--- config.mk ---
export PLATFORM = sky130hd
export DESIGN_NAME = instr_fetch
export DESIGN_NICKNAME = d
export VERILOG_FILES = /design/src/rtl/instr_fetch.sv
export SDC_FILE = /design/constraint.sdc
export NUM_CORES = 1
export LEC_CHECK = 0
export ABC_AREA = 1
export BUFFER_PORTS_ARGS = -buffer_cell sky130_fd_sc_hd__buf_2
export CORE_MARGIN = 5
export CORE_UTILIZATION = 50
export CTS_BUF_LIST = sky130_fd_sc_hd__clkbuf_4 sky130_fd_sc_hd__clkbuf_8
export CTS_CLUSTER_SIZE = 14
export DETAILED_ROUTE_END_ITERATION = 12
export HOLD_SLACK_MARGIN = 0.1
export PLACE_DENSITY = 0.71
export REMOVE_ABC_BUFFERS = 1
export SLEW_MARGIN = 20
export SYNTH_ARGS = -nofsm -noshare
export SYNTH_HDL_FRONTEND = slang
export SYNTH_SLANG_ARGS = --single-unit
--- constraint.sdc ---
create_clock -name clk -period 3.2 [get_ports clk]
set_input_delay 0.8 -clock clk [delete_from_list [all_inputs] [get_ports clk]]
set_output_delay 0.8 -clock clk [all_outputs]
set_load 0.005 [all_outputs]
--- src/rtl/instr_fetch.sv ---
`timescale 1ns/1ps
`default_nettype none
// ============================================================================
//  Module      : instr_fetch
//  Description : Instruction fetch stage. Issues one word-aligned request at a
//                time to instruction memory, registers the returned word with
//                its address for the decode stage, and absorbs a response that
//                arrives while the output is held in a one-entry skid buffer.
//                A taken branch redirects the PC and flushes the stage; a
//                response still in flight at that moment is discarded.
//  Ports       : clk, rst_n (async, active low)
//                stall_i                          - downstream hold
//                branch_taken_i, branch_target_i  - redirect request
//                imem_req_o, imem_addr_o          - memory request
//                imem_valid_i, imem_rdata_i       - memory response
//                if_valid_o, if_instr_o, if_pc_o, if_pc_plus4_o - fetch output
//  Revision    : 1.0 - initial release
// ============================================================================
module instr_fetch #(
  parameter logic [31:0] RESET_PC = 32'h0000_0000
) (
  input  logic        clk,
  input  logic        rst_n,
  input  logic        stall_i,
  input  logic        branch_taken_i,
  input  logic [31:0] branch_target_i,
  output logic        imem_req_o,
  output logic [31:0] imem_addr_o,
  input  logic        imem_valid_i,
  input  logic [31:0] imem_rdata_i,
  output logic        if_valid_o,
  output logic [31:0] if_instr_o,
  output logic [31:0] if_pc_o,
  output logic [31:0] if_pc_plus4_o
);

  localparam logic [1:0] ST_REQ  = 2'd0;
  localparam logic [1:0] ST_WAIT = 2'd1;
  localparam logic [1:0] ST_HOLD = 2'd2;

  logic [1:0]  state;
  logic [31:0] pc_q;
  logic        discard;
  // Skid buffer occupancy is implied by ST_HOLD; no separate valid bit.
  logic [31:0] skid_instr;
  logic [31:0] skid_pc;
  logic        out_valid;
  logic [31:0] out_instr;
  logic [31:0] out_pc;

  logic        consume;
  logic        can_accept;
  logic        fire;
  logic [31:0] pc_inc;

  // Redirect targets are word aligned; the two low bits carry no meaning.
  logic        unused_target_lsbs;
  assign unused_target_lsbs = ^branch_target_i[1:0];

  assign consume    = out_valid & ~stall_i;
  assign can_accept = ~out_valid | consume;
  assign pc_inc     = pc_q + 32'd4;

  // The request strobe is combinational so that a freed output slot is refilled
  // in the same cycle. rst_n gates it because the reset state is ST_REQ with an
  // empty output, which would otherwise request during reset.
  assign fire = rst_n & (state == ST_REQ) & can_accept & ~branch_taken_i;

  assign imem_req_o    = fire;
  assign imem_addr_o   = pc_q;
  assign if_valid_o    = out_valid;
  assign if_instr_o    = out_instr;
  assign if_pc_o       = out_pc;
  assign if_pc_plus4_o = out_pc + 32'd4;

  always_ff @(posedge clk or negedge rst_n) begin
    if (!rst_n) begin
      state      <= ST_REQ;
      pc_q       <= RESET_PC;
      discard    <= 1'b0;
      skid_instr <= 32'h0;
      skid_pc    <= 32'h0;
      out_valid  <= 1'b0;
      out_instr  <= 32'h0;
      out_pc     <= 32'h0;
    end else if (branch_taken_i) begin
      pc_q      <= {branch_target_i[31:2], 2'b00};
      out_valid <= 1'b0;
      state     <= ST_REQ;
      // A request left in flight must have its response thrown away. A response
      // arriving this very cycle is dropped here, so discard only needs setting
      // when nothing came back; an already-set flag stays set because its own
      // stale response has not been seen yet.
      if (state == ST_WAIT) begin
        discard <= discard | ~imem_valid_i;
      end
    end else begin
      case (state)
        ST_REQ: begin
          if (consume) begin
            out_valid <= 1'b0;
          end
          if (fire) begin
            state <= ST_WAIT;
          end
        end
        ST_WAIT: begin
          if (imem_valid_i) begin
            if (discard) begin
              // Stale response from before a redirect: refetch the same pc.
              discard <= 1'b0;
              state   <= ST_REQ;
              if (consume) begin
                out_valid <= 1'b0;
              end
            end else if (can_accept) begin
              out_valid <= 1'b1;
              out_instr <= imem_rdata_i;
              out_pc    <= pc_q;
              pc_q      <= pc_inc;
              state     <= ST_REQ;
            end else begin
              skid_instr <= imem_rdata_i;
              skid_pc    <= pc_q;
              pc_q       <= pc_inc;
              state      <= ST_HOLD;
            end
          end else if (consume) begin
            out_valid <= 1'b0;
          end
        end
        ST_HOLD: begin
          if (!stall_i) begin
            out_valid <= 1'b1;
            out_instr <= skid_instr;
            out_pc    <= skid_pc;
            state     <= ST_REQ;
          end
        end
        default: begin
          state <= ST_REQ;
        end
      endcase
    end
  end

endmodule
`default_nettype wire

# [After elaboration in Yosys (flattened, before gate mapping)]
# Index checks and enable logic that the tools add are counted.
[word_totals] word_cells=76 output_inout_bits=130 in_bits=69 register_bits=164
[op_classes] n_eq_ne=11 add_sub_neg=2 bitwise=12 mux=32 reduce_logical=11
[ops] cell="$mux W32" n=12
[ops] cell="$pmux W32 S2" n=2
[ops] cell="$add A32 B3 Y32 const B" n=2
[ops] cell="$mux W2" n=6
[ops] cell="$mux W1" n=10
[ops] cell="$ne A2 B2 Y1 const B" n=5
[ops] cell="$ne A3 B3 Y1 const B" n=3
[ops] cell="$reduce_and A3 Y1" n=3
[ops] cell="$not A1 Y1" n=6
[ops] cell="$pmux W2 S3" n=1
[ops] cell="$reduce_and A6 Y1" n=1
[ops] cell="$reduce_bool A2 Y1" n=3
[ops] cell="$ne A5 B5 Y1 const B" n=1
[ops] cell="$reduce_and A5 Y1" n=1
[ops] cell="$and A1 B1 Y1" n=4
[ops] cell="$reduce_bool A4 Y1" n=1
[ops] cell="$pmux W1 S3" n=1
[ops] cell="$eq A2 B1 Y1 const B" n=1
[ops] cell="$eq A2 B2 Y1 const B" n=1
[ops] cell="$logic_not A2 Y1" n=1
[ops] cell="$or A1 B1 Y1" n=2
[ops] cell="$reduce_and A2 Y1" n=1

# [Longest topological paths before layout]
[logic_depth] depth_word=8 mapped_depth=10 ltp_nobuf=10

# [Worst setup path before layout]
# OpenSTA, ideal clock, no wires.
[synth_timing] path_type="register to output" from="register out_pc[3], in the netlist if_pc_o[3]" to="output port if_pc_plus4_o[20]" stages_incl_launch_ff=9 required_time_ns=2.400 path_slack_ns=0.988 arrival_ns=1.412 path_buffers=0 cell_sequence="dfrtp_1 -> ha_1 -> nand3_1 -> nor2_1 -> nand2_1 -> inv_1 -> nand3_1 -> nor2_1 -> xor2_1"
[synth_via] elab_chain_len=1
[synth_rtl] item="from (decl)" line_no="49" rtl="logic [31:0] out_pc;"
[synth_rtl] item="from (signal assigned)" line_no="119" rtl="out_pc <= pc_q;"
[synth_rtl] item="from (signal assigned)" line_no="136" rtl="out_pc <= skid_pc;"
[synth_rtl] item="$add A32 B3 Y32" line_no="74" rtl="assign if_pc_plus4_o = out_pc + 32'd4;"
[synth_rtl] item="to (decl)" line_no="34" rtl="output logic [31:0] if_pc_plus4_o"
# No other way between the ends.

# [Worst setup path in the final report]
# Ends and elaborated chain as after synthesis.

==> impl_results.md <==
- Sequential area share after synthesis: 0.4687
- Crit path max fanout: 5
- Total clock sinks: ~160
- HP Start: skid_instr[19]$_DFFE_PN0P_
- Type of the most critical hold path: reg2reg
- Hold path cells: 2
- Vias/cell: 5.198
- Final weighted congestion in routability-driven placement: 0.9109
- Mean area per synthesized cell: around 7.3 um2
- GR Util met2: 0.3758
- Post-synth top flop: dfrtp_1
- Root Driver: clkbuf_8
- Placed wire-length estimate: between 15 and 20 mm
- Count of final setup violators: 0
- Post-Synth Simple-Gate Area: 0.2627
- IO Count: between 150 and 200
- Fin util: 0.6016
- Reg-to-reg slack, setup: 1.28 ns
- Fmax: roughly 340 MHz
- Top cells by area, synth: dfrtp_1, nand2_1, o21ai_0
- Data arrival, critical path: between 2 and 2.5 ns
- Minimum clock period: 2.965 ns
- Clk_lat worst skew: between 0.4 and 0.5 ns
- Syn Inst Count: between 1000 and 1500
- FF-to-FF Start: state[1]$_DFFE_PN0P_
- Global route overflow: 0
- M1 GR Usage: 0.3471
- Syn. warnings: 0
- Adder-cell share of the synthesized area: 0.007416
- Fin. Hold Viols: 0
- Num CTS Buffers: 17
- Post-CTS setup buffers: 0
- Hold Path End: skid_instr[19]$_DFFE_PN0P_
- Initial DRC Count: 530
- Least-Margin Pin Slew: just over 0.7 ns
- Power per cell area: 613.3 nW/um2
- Unrepaired setup endpoints after global routing: false
- DR WL/cell: ~15 um
- Final WL: about 23 mm
- Worst hold margin: a little under 0.5 ns
- Gr busiest metal: met2
- Leak Pwr: roughly 0.005 uW
- Post-synth top area cell: dfrtp_1
- Clock-pin slew on the worst setup and hold paths: ~0.09 ns
- Layout cells sized above 1: 0.1845
- WP data required: about 2.4 ns
- Placeable core region: roughly 17000 um2
- Top cell type's share of synthesized area: 0.4687
- First-pass GRT wire length: 38.86 mm
- CTS Hold Bufs: 0
- Proportion of synthesized area in mux cells: 0
- Antenna violations before repair: 0
- Max Slew Vio Count: 0
- Chip width: between 100 and 150 um
- Initial core utilization: 0.5087
- Non-Filler Instances: around 1600
- Area Growth Syn to Fin: 18.26%
- Setup Skew: approximately 0.0094 ns
- Nets: 1400
- Count of state elements after synthesis: 158
- Critical path class: reg2out
- DRC viols: 0
- Power, Total: between 6000 and 7000 uW
- Full die area: a little under 20000 um2
- Placed cell count: around 1500
- Worst relative slew slack: 0.5234
- Met3 Resource Use GR: 0.04363
- CP Launch Type: flop
- CTS tree: built
- Placement Rows: 47
- Clock Tree Buf Depth: 2
- Synth cell count leaders: nand2_1, o21ai_0, dfrtp_1
- Crit. End Element: primary output
- Post-Synth XOR/XNOR Area: 0.02492
- Diodes inserted: 0
- Max-Cap Viols: 0
- R2R Path End: if_valid_o$_DFFE_PN0P_
- # port buffers: 190
- Remaining antenna violation count: 0
- Status: complete, no violations
- All-Layer GR Usage: 0.2421
- Complex-gate fraction of the synthesized area: 0.1488
- EDFF count, synth: 0
- Peak VDD IR: roughly 300 uV
- Vias in the first global route: between 7000 and 8000
- Die height: approximately 140 um
- Mapped cell area: roughly 8400 um2
- Fin crit share: 0.9266
- Via count: between 8000 and 9000
- R2R cell count: 8
- FFs w/ async S/R, synth: 1.000
- Post-CTS Resized: 0
- First-pass DRT Iterations: 5
- Largest family of logic cells by synthesized area: simple AND/OR/NAND/NOR gates
- Pin count of the biggest net entering global routing: 126
- Synth cell types: 35
- H-Tree Depth: 4
- Most common cell in the synthesized netlist: nand2_1
worst max-delay path by stage:
| stage | endpoint | cells past startpoint | slack (ns) | start |
|---|---|---|---|---|
| final | if_pc_plus4_o[20] | 9 | 0.24 | if_pc_o[3]$_DFFE_PN0P_ |
| after global routing | if_pc_plus4_o[20] | 9 | 0.01 | if_pc_o[3]$_DFFE_PN0P_ |
| after CTS | if_pc_plus4_o[20] | 9 | 0.05 | if_pc_o[3]$_DFFE_PN0P_ |
| after detailed placement | if_pc_plus4_o[20] | 9 | 0.58 | if_pc_o[3]$_DFFE_PN0P_ |
| after global placement | if_pc_plus4_o[20] | 9 | 0.63 | if_pc_o[3]$_DFFE_PN0P_ |
| after floorplan | if_pc_o[10]$_DFFE_PN0P_ | 5 | -2.10 | state[0]$_DFFE_PN0P_ |
routing by layer:
metal	part of all wire	vias to the layer above
met4	0.018	0
met3	0.067	30
met5	0	-
li1	-	4030
met1	0.47	3755
met2	0.45	289
cell families (layout without fill, tap and decap cells):
family / after synthesis / in the layout
simple gates: 550 / 550
compound gates: 242 / 242
buf+inv: 177 / 354
flops: 158 / 158
xor+xnor: 24 / 24
fa+ha+maj: 5 / 5
other cells: 1 / 6
layout make-up:
| cell class | count | area (um2) |
|---|---|---|
| Sequential cell | 158 | 3955 |
| Clock buffer | 17 | 234.0 |
| Fill cell | 1619 | 6608 |
| Inverter | 120 | 450.4 |
| Timing Repair Buffer | 202 | 1097 |
| Tap cell | 220 | 275.3 |
| Clock inverter | 15 | 176.4 |
| Multi-Input combinational cell | 827 | 3787 |
cell usage in the layout (no fill, tap or decap), types with 2 or more instances in the layout:
| cell | n |
|---|---|
| inv_8 | 3 |
| buf_12 | 4 |
| buf_2 | 189 |
| inv_2 | 2 |
| dfrtp_1 | 157 |
| o21a_1 | 3 |
| clkbuf_8 | 17 |
| nor3_1 | 22 |
| a21oi_1 | 58 |
| bufinv_16 | 2 |
| ha_1 | 4 |
| nand3_2 | 2 |
| inv_6 | 5 |
| nand3_1 | 47 |
| o21ai_0 | 164 |
| buf_4 | 8 |
| clkinv_4 | 3 |
| inv_1 | 118 |
| conb_1 | 6 |
| o211ai_1 | 5 |
| nor2_4 | 2 |
| xor2_1 | 24 |
| nand4_1 | 6 |
| nor2_2 | 3 |
| a31oi_1 | 4 |
| nor2_1 | 124 |
| o21ai_1 | 2 |
| nand2_1 | 339 |
report_power, final:
part           switching, uW  internal [uW]
clock network            832            723
registers                393           2370
logic                   1070            739
worst max-delay path, cell delays in order (launching register included):
cell,delay (ns)
dfrtp_2,0.43
ha_2,0.23
nand3_2,0.15
nor2_1,0.12
nand2_1,0.11
inv_1,0.12
nand3_1,0.11
nor2_1,0.15
xor2_1,0.14
buf_2,0.15
metrics by stage:
step | setup slack (ns) | area [um2] | TNS, ns
2_1_floorplan | -2.101 | 8170 | -127.22
3_3_place_gp | 0.6271 | 9557 | 0
3_5_place_dp | 0.5773 | 9557 | 0
4_1_cts | 0.05472 | 9967 | 0
5_1_grt | 0.01250 | 9976 | 0
6_report | 0.2350 | 9976 | 0
sequential cells by signal, indices dropped and copies added, names as in the netlist:
name	count
state	2
imem_addr_o	30
skid_pc	30
skid_instr	32
if_instr_o	32
discard	1
if_pc_o	30
if_valid_o	1
(Power assumes the default switching activity.)
